### src/rtl/adc_pkg.sv
`default_nettype none
// ============================================================================
// Module   : adc_pkg
// Purpose  : Shared types and frame geometry for the serial ADC capture path.
// Revision : 1.0 - initial release
// ============================================================================
package adc_pkg;

    typedef enum logic [1:0] {
        IDLE  = 2'd0,
        SETUP = 2'd1,
        SHIFT = 2'd2,
        GAP   = 2'd3
    } adc_state_t;

    localparam int FRAME_BITS   = 16;
    localparam int LEAD_ZEROS   = 3;
    localparam int DATA_BITS    = 8;
    localparam int DATA_MSB_IDX = 3;
    localparam int DATA_LSB_IDX = 10;

    function automatic logic is_data_bit(input logic [3:0] idx);
        return (idx >= 4'(DATA_MSB_IDX)) && (idx <= 4'(DATA_LSB_IDX));
    endfunction

    function automatic logic is_lead_bit(input logic [3:0] idx);
        return idx < 4'(LEAD_ZEROS);
    endfunction

endpackage
`default_nettype wire

### src/rtl/adc_sclk_div.sv
`default_nettype none
// ============================================================================
// Module   : adc_sclk_div
// Purpose  : Half-period counter producing the SCLK phase and a toggle strobe.
// Revision : 1.0 - initial release
// ============================================================================
module adc_sclk_div #(
    parameter int CLK_DIV = 4
) (
    input  logic clk,
    input  logic rst,
    input  logic i_run,
    output logic o_tick,
    output logic o_sclk
);

    logic [7:0] r_cnt;
    logic       r_phase;

    // Strobe depends on the counter only, so the caller may derive i_run from it.
    assign o_tick = (r_cnt == 8'(CLK_DIV - 1));
    assign o_sclk = r_phase;

    always_ff @(posedge clk) begin
        if (rst || !i_run) begin
            r_cnt   <= 8'd0;
            r_phase <= 1'b1;
        end else if (o_tick) begin
            r_cnt   <= 8'd0;
            r_phase <= ~r_phase;
        end else begin
            r_cnt   <= r_cnt + 8'd1;
        end
    end

endmodule
`default_nettype wire

### src/rtl/adc_spi_reader.sv
`default_nettype none
// ============================================================================
// Module   : adc_spi_reader
// Purpose  : Drives an 8-bit SPI ADC frame and presents samples on valid/ready.
// Revision : 1.0 - initial release
// ============================================================================
module adc_spi_reader
    import adc_pkg::*;
#(
    parameter int CLK_DIV      = 4,
    parameter int QUIET_CYCLES = 8
) (
    input  logic       core_clk,
    input  logic       core_reset,
    input  logic       enable,
    output logic       adc_cs_n,
    output logic       adc_sclk,
    input  logic       adc_miso,
    output logic [7:0] sample_data,
    output logic       sample_valid,
    input  logic       sample_ready,
    output logic       overrun,
    output logic       frame_err
);

    adc_state_t           r_state;
    adc_state_t           w_next_state;
    logic [3:0]           r_bit_cnt;
    logic [7:0]           r_gap_cnt;
    logic [DATA_BITS-1:0] r_shift;
    logic [DATA_BITS-1:0] r_data;
    logic                 r_valid;
    logic                 r_overrun;
    logic                 r_frame_err;
    logic                 r_cs_n;

    logic w_tick;
    logic w_sclk;
    logic w_active;
    logic w_active_next;
    logic w_run;
    logic w_rise;
    logic w_bit_end;
    logic w_deliver;
    logic w_accept;

    assign w_active      = (r_state == SETUP) || (r_state == SHIFT);
    assign w_active_next = (w_next_state == SETUP) || (w_next_state == SHIFT);
    // Divider restarts on frame entry and parks high on frame exit.
    assign w_run         = w_active && w_active_next;
    assign w_rise        = (r_state == SHIFT) && w_tick && !w_sclk;
    assign w_bit_end     = (r_state == SHIFT) && w_tick && w_sclk;
    assign w_deliver     = (r_state == SHIFT) && (w_next_state == GAP);
    assign w_accept      = r_valid && sample_ready;

    adc_sclk_div #(
        .CLK_DIV (CLK_DIV)
    ) u_sclk_div (
        .clk    (core_clk),
        .rst    (core_reset),
        .i_run  (w_run),
        .o_tick (w_tick),
        .o_sclk (w_sclk)
    );

    always_comb begin
        w_next_state = r_state;
        case (r_state)
            IDLE:    if (enable) w_next_state = SETUP;
            SETUP:   if (w_tick) w_next_state = SHIFT;
            SHIFT:   if (w_bit_end && (r_bit_cnt == 4'(FRAME_BITS - 1))) w_next_state = GAP;
            GAP:     if (r_gap_cnt == 8'(QUIET_CYCLES - 1)) w_next_state = enable ? SETUP : IDLE;
            default: w_next_state = IDLE;
        endcase
    end

    always_ff @(posedge core_clk) begin
        if (core_reset) begin
            r_state <= IDLE;
            r_cs_n  <= 1'b1;
        end else begin
            r_state <= w_next_state;
            r_cs_n  <= !w_active_next;
        end
    end

    always_ff @(posedge core_clk) begin
        if (core_reset || (r_state != SHIFT)) begin
            r_bit_cnt <= 4'd0;
        end else if (w_bit_end) begin
            r_bit_cnt <= r_bit_cnt + 4'd1;
        end
    end

    always_ff @(posedge core_clk) begin
        if (core_reset || (r_state != GAP)) begin
            r_gap_cnt <= 8'd0;
        end else begin
            r_gap_cnt <= r_gap_cnt + 8'd1;
        end
    end

    // MISO is sampled on the edge that raises SCLK.
    always_ff @(posedge core_clk) begin
        if (core_reset) begin
            r_shift <= '0;
        end else if (w_rise && is_data_bit(r_bit_cnt)) begin
            r_shift <= {r_shift[DATA_BITS-2:0], adc_miso};
        end
    end

    always_ff @(posedge core_clk) begin
        if (core_reset) begin
            r_data      <= '0;
            r_valid     <= 1'b0;
            r_overrun   <= 1'b0;
            r_frame_err <= 1'b0;
        end else begin
            if (w_rise && is_lead_bit(r_bit_cnt) && adc_miso) begin
                r_frame_err <= 1'b1;
            end
            if (w_deliver && (!r_valid || w_accept)) begin
                r_data  <= r_shift;
                r_valid <= 1'b1;
            end else if (w_deliver) begin
                r_overrun <= 1'b1;
            end else if (w_accept) begin
                r_valid <= 1'b0;
            end
        end
    end

    assign adc_cs_n     = r_cs_n;
    assign adc_sclk     = w_sclk;
    assign sample_data  = r_data;
    assign sample_valid = r_valid;
    assign overrun      = r_overrun;
    assign frame_err    = r_frame_err;

endmodule
`default_nettype wire

### config.mk
export PLATFORM = sky130hd
export DESIGN_NAME = adc_spi_reader
export DESIGN_NICKNAME = d
export VERILOG_FILES = /design/src/rtl/adc_pkg.sv /design/src/rtl/adc_sclk_div.sv /design/src/rtl/adc_spi_reader.sv
export SDC_FILE = /design/constraint.sdc
export NUM_CORES = 1
export LEC_CHECK = 0
export CAP_MARGIN = 10
export CORE_MARGIN = 3
export CORE_UTILIZATION = 56
export DETAILED_ROUTE_END_ITERATION = 16
export GPL_TIMING_DRIVEN = 1
export PLACE_DENSITY_LB_ADDON = 0.25
export SLEW_MARGIN = 30
export SYNTH_ARGS = -nofsm -noshare
export SYNTH_HDL_FRONTEND = slang
export SYNTH_SLANG_ARGS = --single-unit
### constraint.sdc
create_clock -name core_clk -period 2.8 [get_ports core_clk]
set_input_delay 0.56 -clock core_clk [delete_from_list [all_inputs] [get_ports core_clk]]
set_output_delay 0.56 -clock core_clk [all_outputs]
set_load 0.03 [all_outputs]
# == Word-level counts from Yosys, hierarchy flattened ==
# Cells that the tools add are included.
# word_totals
register_bits,43
output_inout_bits,13
wordCells,67
# classes
addsub,3
magnitude_cmp,3
n_eq_ne,12
n_mux,9
bitwise,2
reduce_logical,27
# op_table
op,n
$add 8x1->8 const B,2
$logic_and 1x1->1,12
$eq 2x2->1 const B,4
$eq 8x2->1 const B,1
$eq 8x3->1 const B,1
$mux 2,4
$pmux 2 s4,1
$logic_or 1x1->1,6
$add 4x1->4 const B,1
$eq 2x1->1 const B,2
$eq 4x4->1 const B,1
$ge 4x2->1 const B,1
$le 4x4->1 const B,1
$logic_not 1->1,4
$lt 4x2->1 const B,1
$mux 1,4
$ne 2x2->1 const B,2
$reduce_and 2->1,2
$logic_not 2->1,1
$ne 2x1->1 const B,1
$not 1->1,2
$reduce_bool 2->1,1
$reduce_or 2->1,1

# == Logic depth before layout (Yosys ltp) ==
# Gate-level depths: netlist (run 1).
# logic_depth
word_depth,12
mapped_depth,12

# == Hierarchy ==
# From an unflattened synthesis (run 1), not the netlist that was laid out.
# hier_totals
cells_unflattened,197
area_unflattened_um2,1870.5
# modules_own_cells
module,instances,cells_each,area_each_um2,seq_area_each_um2
adc_spi_reader,1,154,1491.4,680.7
adc_sclk_div,1,43,379.1,180.2

# == Worst setup path after synthesis (run 1) ==
# No wires, ideal clock.
# synth_path
path_kind,reg-to-reg
startpoint,register r_state[0]
endpoint,register r_data[1] (netlist: sample_data[1])
arrival_time_ns,2.189
t_required_ns,2.672
setup_slack_ns,0.483
path_stages_with_launch,13
synth_period_minus_slack_ns,2.317
cell_sequence,dfxtp_1 inv_1 ha_1 clkbuf_1 and4_1 nand4_1 o211a_1 a21oi_1 ha_1 nand2_1 nor2_2 mux2i_1 nor2_1
# synth_via
elab_chain_len,9
elab_cells_between_ends,15
# synth_rtl
element,line,source
start: declaration,adc_spi_reader.sv:26,adc_state_t r_state;
start signal: assignment,adc_spi_reader.sv:82,r_state <= w_next_state;
$eq 2x2->1,"adc_spi_reader.sv:52, adc_spi_reader.sv:68",
$logic_and 1x1->1 (2 in a row),adc_spi_reader.sv:52,assign w_bit_end = (r_state == SHIFT) && w_tick && w_sclk;
$logic_and 1x1->1,adc_spi_reader.sv:71,SHIFT: if (w_bit_end && (r_bit_cnt == 4'(FRAME_BITS - 1))) w_next_state = GAP;
$mux 2,adc_spi_reader.sv:71,
$pmux 2 s4 *,adc_spi_reader.sv:68,case (r_state)
net w_next_state[0],adc_spi_reader.sv:27,adc_state_t w_next_state;
$eq 2x2->1 *,adc_spi_reader.sv:53,assign w_deliver = (r_state == SHIFT) && (w_next_state == GAP);
$logic_and 1x1->1 *,adc_spi_reader.sv:53,
$logic_and 1x1->1 *,adc_spi_reader.sv:122,if (w_deliver && (!r_valid || w_accept)) begin
end signal: assignment,adc_spi_reader.sv:123,r_data <= r_shift;
end: declaration,adc_spi_reader.sv:31,logic [DATA_BITS-1:0] r_data;
# The timed path passes the listed nets; every way through them passes the cells marked *.
# A chain may end at the register's enable or synchronous reset.

# == Worst setup path in the final report (run 1) ==
# layout_path
startpoint,register r_gap_cnt[3]
endpoint,register u_sclk_div.r_cnt[6]
# layout_via
elab_chain_len,9
elab_cells_between_ends,10
# layout_rtl
element,line,source
start: declaration,adc_spi_reader.sv:29,logic [7:0] r_gap_cnt;
start signal: assignment,adc_spi_reader.sv:99,r_gap_cnt <= r_gap_cnt + 8'd1;
$eq 8x3->1 *,adc_spi_reader.sv:72,GAP: if (r_gap_cnt == 8'(QUIET_CYCLES - 1)) w_next_state = enable ? SETUP : IDLE;
$mux 2 *,adc_spi_reader.sv:72,
$pmux 2 s4 *,adc_spi_reader.sv:68,
net w_next_state[1],adc_spi_reader.sv:27,
$eq 2x1->1 / $eq 2x2->1 (equally long branches),adc_spi_reader.sv:48,assign w_active_next = (w_next_state == SETUP) || (w_next_state == SHIFT);
$logic_or 1x1->1 *,adc_spi_reader.sv:48,
$logic_and 1x1->1 *,adc_spi_reader.sv:50,assign w_run = w_active && w_active_next;
$logic_not 1->1 *,adc_sclk_div.sv:25,if (rst || !i_run) begin
$logic_or 1x1->1 *,adc_sclk_div.sv:25,
$reduce_or 2->1 (no line) *,-,
end signal: assignment,adc_sclk_div.sv:32,r_cnt <= r_cnt + 8'd1;
end: declaration,adc_sclk_div.sv:17,logic [7:0] r_cnt;
# Marks and branches as above.

==> impl_metrics.json, run 1 <==
{
  "status": "completed",
  "ctsResizeCount": 0,
  "insertedDiodeCount": 0,
  "ir_drop_mv": 0.3749,
  "synth.avg_cell_area_um2": 9.196,
  "cts.root.buffer_cell": "clkbuf_4",
  "fmax_ghz": 0.4038,
  "die_area_um2": 4117,
  "rr_startpoint": "r_gap_cnt[3]$_SDFF_PP0_",
  "ys_ff_latch": 43,
  "drtAntennaViolNets": 0,
  "post-cts-setup-buffers": 0,
  "worstMarginPinSlew_ns": 0.5634,
  "maxSlewViolCount": 0,
  "start_util_pct": 60.56,
  "fin_nets": 243,
  "grt_overflow": 0,
  "clock_sinks": 43,
  "drive_gt1_share_pct": 8.696,
  "min_from": "r_gap_cnt[0]$_SDFF_PP0_",
  "grt_max_degree": 19,
  "via_per_inst": 5.460,
  "fin_crit_ns": 2.477,
  "maxCapViolations": 0,
  "io_pins": 18,
  "routed_wl_um": 3569,
  "tns_ns": 0,
  "end_kind": "flip-flop",
  "clkLatencyLatePin_ns": 0.36,
  "synth_top_area_share_pct": 45.44,
  "synth_commonest_cells": "43 x dfxtp_1, 30 x nor2_1, 18 x nand3_1",
  "powerDensity_nw_per_um2": 601.6,
  "grt_pass1_wl_um": 6292,
  "port_buffers": 17,
  "synthFlopType": "dfxtp_1",
  "yosysMostFrequentCell": "dfxtp_1",
  "slew_headroom_pct": 62.44,
  "drc_errors": 0,
  "cp.required_ns": 3.09,
  "cts_buffers": 5,
  "hold_path_class": "flip-flop to flip-flop",
  "clk_pin_slew_ns": 0.12,
  "synth_enable_flop_cells": 0,
  "holdBufCountCts": 0,
  "num_rows": 20,
  "placed_area_um2": 2130,
  "period_share_pct": 88.46,
  "synth_area_leaders": "dfxtp_1 45%, ha_1 5.9%, nor2_1 5.9%",
  "drtIter0Drc": 98,
  "die_h_um": 64.16,
  "path_class": "flip-flop to flip-flop",
  "cts_max_level": 2,
  "synth_cells": 206,
  "synth_cell_types": 41,
  "track_usage_pct": 19.25,
  "hpwl_um": 2624,
  "grt_setup_unrepaired": "no",
  "vias": 1496,
  "seq_area_frac_synth_pct": 45.44,
  "cp_max_fo": 6,
  "setup_viol": 0,
  "area_growth_pct": 15.46,
  "antenna_found_initial": 0,
  "wire_per_inst_um": 13.03,
  "synthesis.area_um2": 1894,
  "clock_skew_ns": 0.01194,
  "p_leak_uw": 0.0007884,
  "gp_congestion": 0.8235,
  "crit_start": "r_gap_cnt[3]$_SDFF_PP0_",
  "coreArea_um2": 3128,
  "drt-pass1-iter-count": 4,
  "syn-num-nets": 220,
  "startpoint_type": "flip-flop",
  "final_cell_area_um2": 2187,
  "ys.warnings.count": 0,
  "cts_max_path_buffers": 2,
  "grt_pass1_vias": 1550,
  "cts_tree": "done",
  "async_flop_share_pct": 0,
  "yosysTopAreaCell": "dfxtp_1",
  "hold_viol": 0,
  "crit_arrival_ns": 2.77,
  "fp.dieW_um": 64.16
}
## cells in the final DEF, fill, tap and decap left out, types with 2 or more instances in the layout
cell type and count:
a21oi_1 13, and3_1 6, and4_1 2, buf_4 4
clkbuf_4 5, clkdlybuf4s50_1 17, clkinvlp_4 2, dfxtp_1 43
ha_1 9, inv_1 6, mux2i_1 8, nand2_1 7
nand2b_1 5, nand3_1 18, nand4_1 3, nor2_1 30
nor2b_1 3, o21ai_0 8, or3_1 2, xnor2_1 6
xor2_1 10
## worst paths after layout
kind,end,slack (ns),cells after the start
setup / recovery,u_sclk_div.r_cnt[6]$_SDFF_PP0_,0.32,9
hold / removal,r_gap_cnt[0]$_SDFF_PP0_,0.46,1
setup reg to reg,u_sclk_div.r_cnt[6]$_SDFF_PP0_,0.32,9
hold reg to reg,r_gap_cnt[0]$_SDFF_PP0_,0.46,1
## per-layer routing
metal  wire, um  GRT usage, %
met5          0             0
met4         73         10.55
met3        130         6.678
met2       1831         33.81
met1       1533         19.87
## through the flow
stage | cells | total power, uW | worst slack (ns) | utilization (%) | hold slack (ns)
2_1_floorplan | 206 | 933.0 | 0.4833 | - | 0.4132
3_3_place_gp | 266 | 1015 | 0.3018 | 68.08 | 0.4251
3_5_place_dp | 266 | 1027 | 0.1951 | 68.08 | 0.4350
4_1_cts | 274 | 1329 | 0.3038 | 69.92 | 0.4582
5_1_grt | 274 | 1405 | 0.1445 | 69.92 | 0.4743
6_report | 274 | 1316 | 0.3233 | 69.92 | 0.4556
## worst max-delay path: stages (launching register included)
cell and delay [ns]:
dfxtp_1 0.37, or4_4 0.55, or3_1 0.34, a21oi_2 0.17, o22ai_1 0.11, ha_1 0.32
nand2b_1 0.09, nor2_1 0.17, nand2_1 0.17, nor2_1 0.14
## sequential cells by signal, summed over array words and instances (netlist names)
| signal | flops |
|---|---|
| r_bit_cnt | 4 |
| r_state | 2 |
| sample_data | 8 |
| adc_cs_n | 1 |
| overrun | 1 |
| frame_err | 1 |
| r_shift | 8 |
| r_gap_cnt | 8 |
| sample_valid | 1 |
| u_sclk_div.o_sclk | 1 |
| u_sclk_div.r_cnt | 8 |
## final cells by class
class	instances	area (um^2)
Timing Repair Buffer	21	200.2
Clock buffer	5	37.54
Clock inverter	3	20.02
Fill cell	242	940.9
Tap cell	44	55.05
Sequential cell	43	860.8
Multi-Input combinational cell	152	991.0
Inverter	6	22.52
## power by group
part / internal (uW) / switching (uW) / leakage (uW)
clock network: 95.9 / 200 / 0.0000272
registers: 644 / 31.5 / 0.000347
logic: 139 / 205 / 0.000414
total: 879 / 437 / 0.000788
## cells by family after synthesis
family,synth area share (%)
simple gates,24.18
flops,45.44
compound gates,10.57
xor+xnor,7.397
buf+inv,2.245
fa+ha+maj,5.945
mux,4.227
(Power assumes the default switching activity.)
==> inputs of run 2 (changes only) <==
Settings changed: CORE_UTILIZATION 56 to 60, DONT_BUFFER_PORTS from default to 1, SYNTH_HIERARCHICAL from default to 1.
==> run 2 against run 1 <==
Against the previous run: global-route usage increased by 0.86 points; wire length shrank 1.5%; setup slack got worse by 0.25 ns; critical endpoint is now sample_data[5]$_SDFFE_PP0P_.
==> impl_metrics.json, run 2 <==
{
  "coreArea_um2": 2853,
  "routed_wl_um": 3516,
  "regArea_um2": 863.3,
  "final_common_cell": "dfxtp_1",
  "ir_drop_mv": 0.4041,
  "hpwl_um": 2407,
  "p_sw_share_pct": 33.13,
  "rr_worst_depth": 13,
  "fin_cells": 243,
  "p_int_uw": 948.5,
  "status": "completed",
  "final_util_pct": 73.60,
  "synth_enable_flop_cells": 0,
  "drt-pass1-iter-count": 4,
  "syn-num-nets": 211,
  "holdBufCountCts": 0,
  "synth_cell_types": 38,
  "maxSlewViolCount": 0,
  "num_rows": 19,
  "synth_commonest_cells": "43 x dfxtp_1, 30 x nor2_1, 16 x mux2i_1",
  "min_from": "core_reset",
  "pwr-share-clk_pct": 21.3,
  "grt_pass1_vias": 1336,
  "tns_ns": 0,
  "fin_nets": 225,
  "synth_top_area_share_pct": 46.02,
  "cts_max_path_buffers": 2,
  "grt_max_degree": 27,
  "crit_arrival_ns": 3.00,
  "path_class": "flip-flop to flip-flop",
  "ys.warnings.count": 6,
  "grt_overflow": 0,
  "drc_errors": 0,
  "cts.root.buffer_cell": "clkbuf_4",
  "drtAntennaViolNets": 0,
  "wire_per_inst_um": 14.47,
  "r2r_setup_slack_ns": 0.07,
  "r2r-end": "sample_data[5]$_SDFFE_PP0P_",
  "fp.dieW_um": 61.84,
  "grt_pass1_wl_um": 5658,
  "clock_skew_ns": 0.01245,
  "final_cell_mix": "41 x dfxtp_1, 29 x nor2_1, 14 x mux2i_1",
  "final_cell_area_um2": 2100,
  "placed_area_um2": 1957,
  "p_leak_uw": 0.0007431,
  "powerDensity_nw_per_um2": 675.6,
  "yosysTopAreaCell": "dfxtp_1",
  "setup_viol": 0,
  "async_flop_share_pct": 0,
  "wl_met1_um": 1571,
  "met2_length_um": 1665,
  "clock_sinks": 43,
  "antenna_found_initial": 0,
  "fmax_ghz": 0.3663,
  "end_kind": "flip-flop",
  "fin_crit_ns": 2.730,
  "cp.required_ns": 3.07,
  "grt_setup_unrepaired": "yes",
  "die_h_um": 61.84,
  "hold_viol": 0,
  "start_util_pct": 65.57,
  "p_comb_share_pct": 30.0,
  "cts_buffers": 5,
  "track_usage_pct": 20.11,
  "dp.cells": 232,
  "cts_max_level": 2,
  "synth_area_leaders": "dfxtp_1 46%, mux2i_1 8.6%, ha_1 6.0%",
  "clkLatencyLatePin_ns": 0.36,
  "io_pins": 18,
  "gp_congestion": 0.8259,
  "worstMarginPinSlew_ns": 0.4697,
  "dr_wl_met3_um": 198,
  "hold_path_class": "input port to flip-flop",
  "drtIter0Drc": 111,
  "area_growth_pct": 12.24,
  "power_uw": 1418,
  "seq_power_share_pct": 48.7,
  "synthFlopType": "dfxtp_1",
  "clk_pin_slew_ns": 0.13,
  "crit_start": "u_sclk_div/r_cnt[0]$_SDFF_PP0_",
  "die_area_um2": 3824,
  "synth_cells": 197,
  "maxCapViolations": 0,
  "multi_input_area_um2": 1011,
  "insertedDiodeCount": 0,
  "synthesis.area_um2": 1871,
  "startpoint_type": "flip-flop",
  "drive_gt1_share_pct": 17.45,
  "cp_max_fo": 7,
  "n_fill_cell": 220,
  "period_share_pct": 97.49,
  "seq_area_frac_synth_pct": 46.02,
  "yosysMostFrequentCell": "dfxtp_1",
  "via_per_inst": 5.930,
  "rr_startpoint": "u_sclk_div/r_cnt[0]$_SDFF_PP0_",
  "synth.avg_cell_area_um2": 9.495,
  "vias": 1441,
  "port_buffers": 0,
  "slew_headroom_pct": 68.68,
  "ys_ff_latch": 43,
  "cts_tree": "done",
  "top_layer": "met4",
  "cp-endpoint": "sample_data[5]$_SDFFE_PP0P_",
  "switchingPower_uw": 469.9
}
[run 2: cell count changes after synthesis, sizes merged, moves of 2 or more]
| cell | change |
|---|---|
| mux2i | +8 |
| nand2b | +7 |
| a21oi | -6 |
| nand3 | -6 |
| and3 | -5 |
| o21ai | -3 |
| or3 | +3 |
| nand4 | -2 |
| nor4 | -2 |
| xnor2 | -2 |
| xor2 | -2 |
[run 2: final cells by class]
type / count / share of cell area (%)
clock buffer: 5 / 1.788
clock inverter: 3 / 0.9535
inverter: 7 / 1.251
multi-input combinational: 142 / 48.15
sequential: 43 / 41.12
tap: 31 / 1.847
timing repair buffer: 12 / 4.887
[run 2: how the worst min path moves through the flow]
| stage | to | slack (ns) | cells after the start |
|---|---|---|---|
| final | sample_data[3]$_SDFFE_PP0P_ | 0.24 | 1 |
| after global routing | r_state[0]$_SDFF_PP0_ | 0.21 | 1 |
| after CTS | sample_data[1]$_SDFFE_PP0P_ | 0.23 | 1 |
| after detailed placement | r_gap_cnt[0]$_SDFF_PP0_ | 0.46 | 1 |
| after global placement | r_gap_cnt[0]$_SDFF_PP0_ | 0.43 | 1 |
| after floorplan | r_gap_cnt[0]$_SDFF_PP0_ | 0.41 | 1 |
[run 2: worst max-delay path: stages (launching register included)]
cell	delay, ns
dfxtp_2	0.35
ha_2	0.17
or4b_4	0.48
nor2_4	0.12
and4_4	0.23
a311oi_2	0.09
a211o_1	0.31
nand2_1	0.08
ha_2	0.20
nand2_2	0.07
nor2_4	0.14
buf_12	0.14
mux2i_2	0.20
nor2_1	0.06
[run 2: metrics by stage]
stage               setup WS, ns  hold WS (ns)
finish                   0.07027        0.2437
global route            -0.05723        0.2147
CTS                      0.02371        0.2318
detailed placement      -0.01040        0.4557
global placement         0.06199        0.4263
floorplan               0.007532        0.4132
[run 2: logic make-up after synthesis]
family          count (synthesis)  synth area share (%)
simple gates                   81                 22.54
flops                          43                 46.02
compound gates                 24                 8.563
mux                            16                 8.562
xor+xnor                       12                 5.619
buf+inv                        12                 2.676
fa+ha+maj                       9                 6.020
[run 2: per-layer routing]
metal	GRT usage, %	up-vias
met2	33.93	32
met4	8.182	0
met5	0	-
met3	7.645	11
li1	-	707
met1	22.81	691
[run 2: repair_timing]
item                       4_1_cts  5_1_grt
gates resized for setup          1       12
buffers inserted                 2        1
setup endpoints to repair       13       17
pin swaps                        1        9
[run 2: power by group through the flow]
stage	sequential (uW)	clock, uW	combinational, uW
3_3_place_gp	701	0	310
4_1_cts	688	310	335
2_1_floorplan	698	0	241
5_1_grt	697	343	452
6_report	691	302	426
3_5_place_dp	701	0	323
==> inputs of run 3 (changes only) <==
--- a/config.mk
+++ b/config.mk
@@ -12,2 +12,3 @@
 export DONT_BUFFER_PORTS = 1
+export GPL_ROUTABILITY_DRIVEN = 0
 export GPL_TIMING_DRIVEN = 1
==> constraint.sdc (replaced) <==
create_clock -name core_clk -period 2.8 [get_ports core_clk]
set_input_delay 0.84 -clock core_clk [delete_from_list [all_inputs] [get_ports core_clk]]
set_output_delay 0.84 -clock core_clk [all_outputs]
set_load 0.03 [all_outputs]
==> results of run 3 <==
Same layout as run 2 (identical final DEF). Status: completed.
Among the figures that moved: clock-pin slew on the worst setup and hold paths 0.13 ns -> 0.12 ns; hold slack 0.2437 ns -> 0.4656 ns; end point of the worst hold path sample_data[3]$_SDFFE_PP0P_ -> r_gap_cnt[0]$_SDFF_PP0_
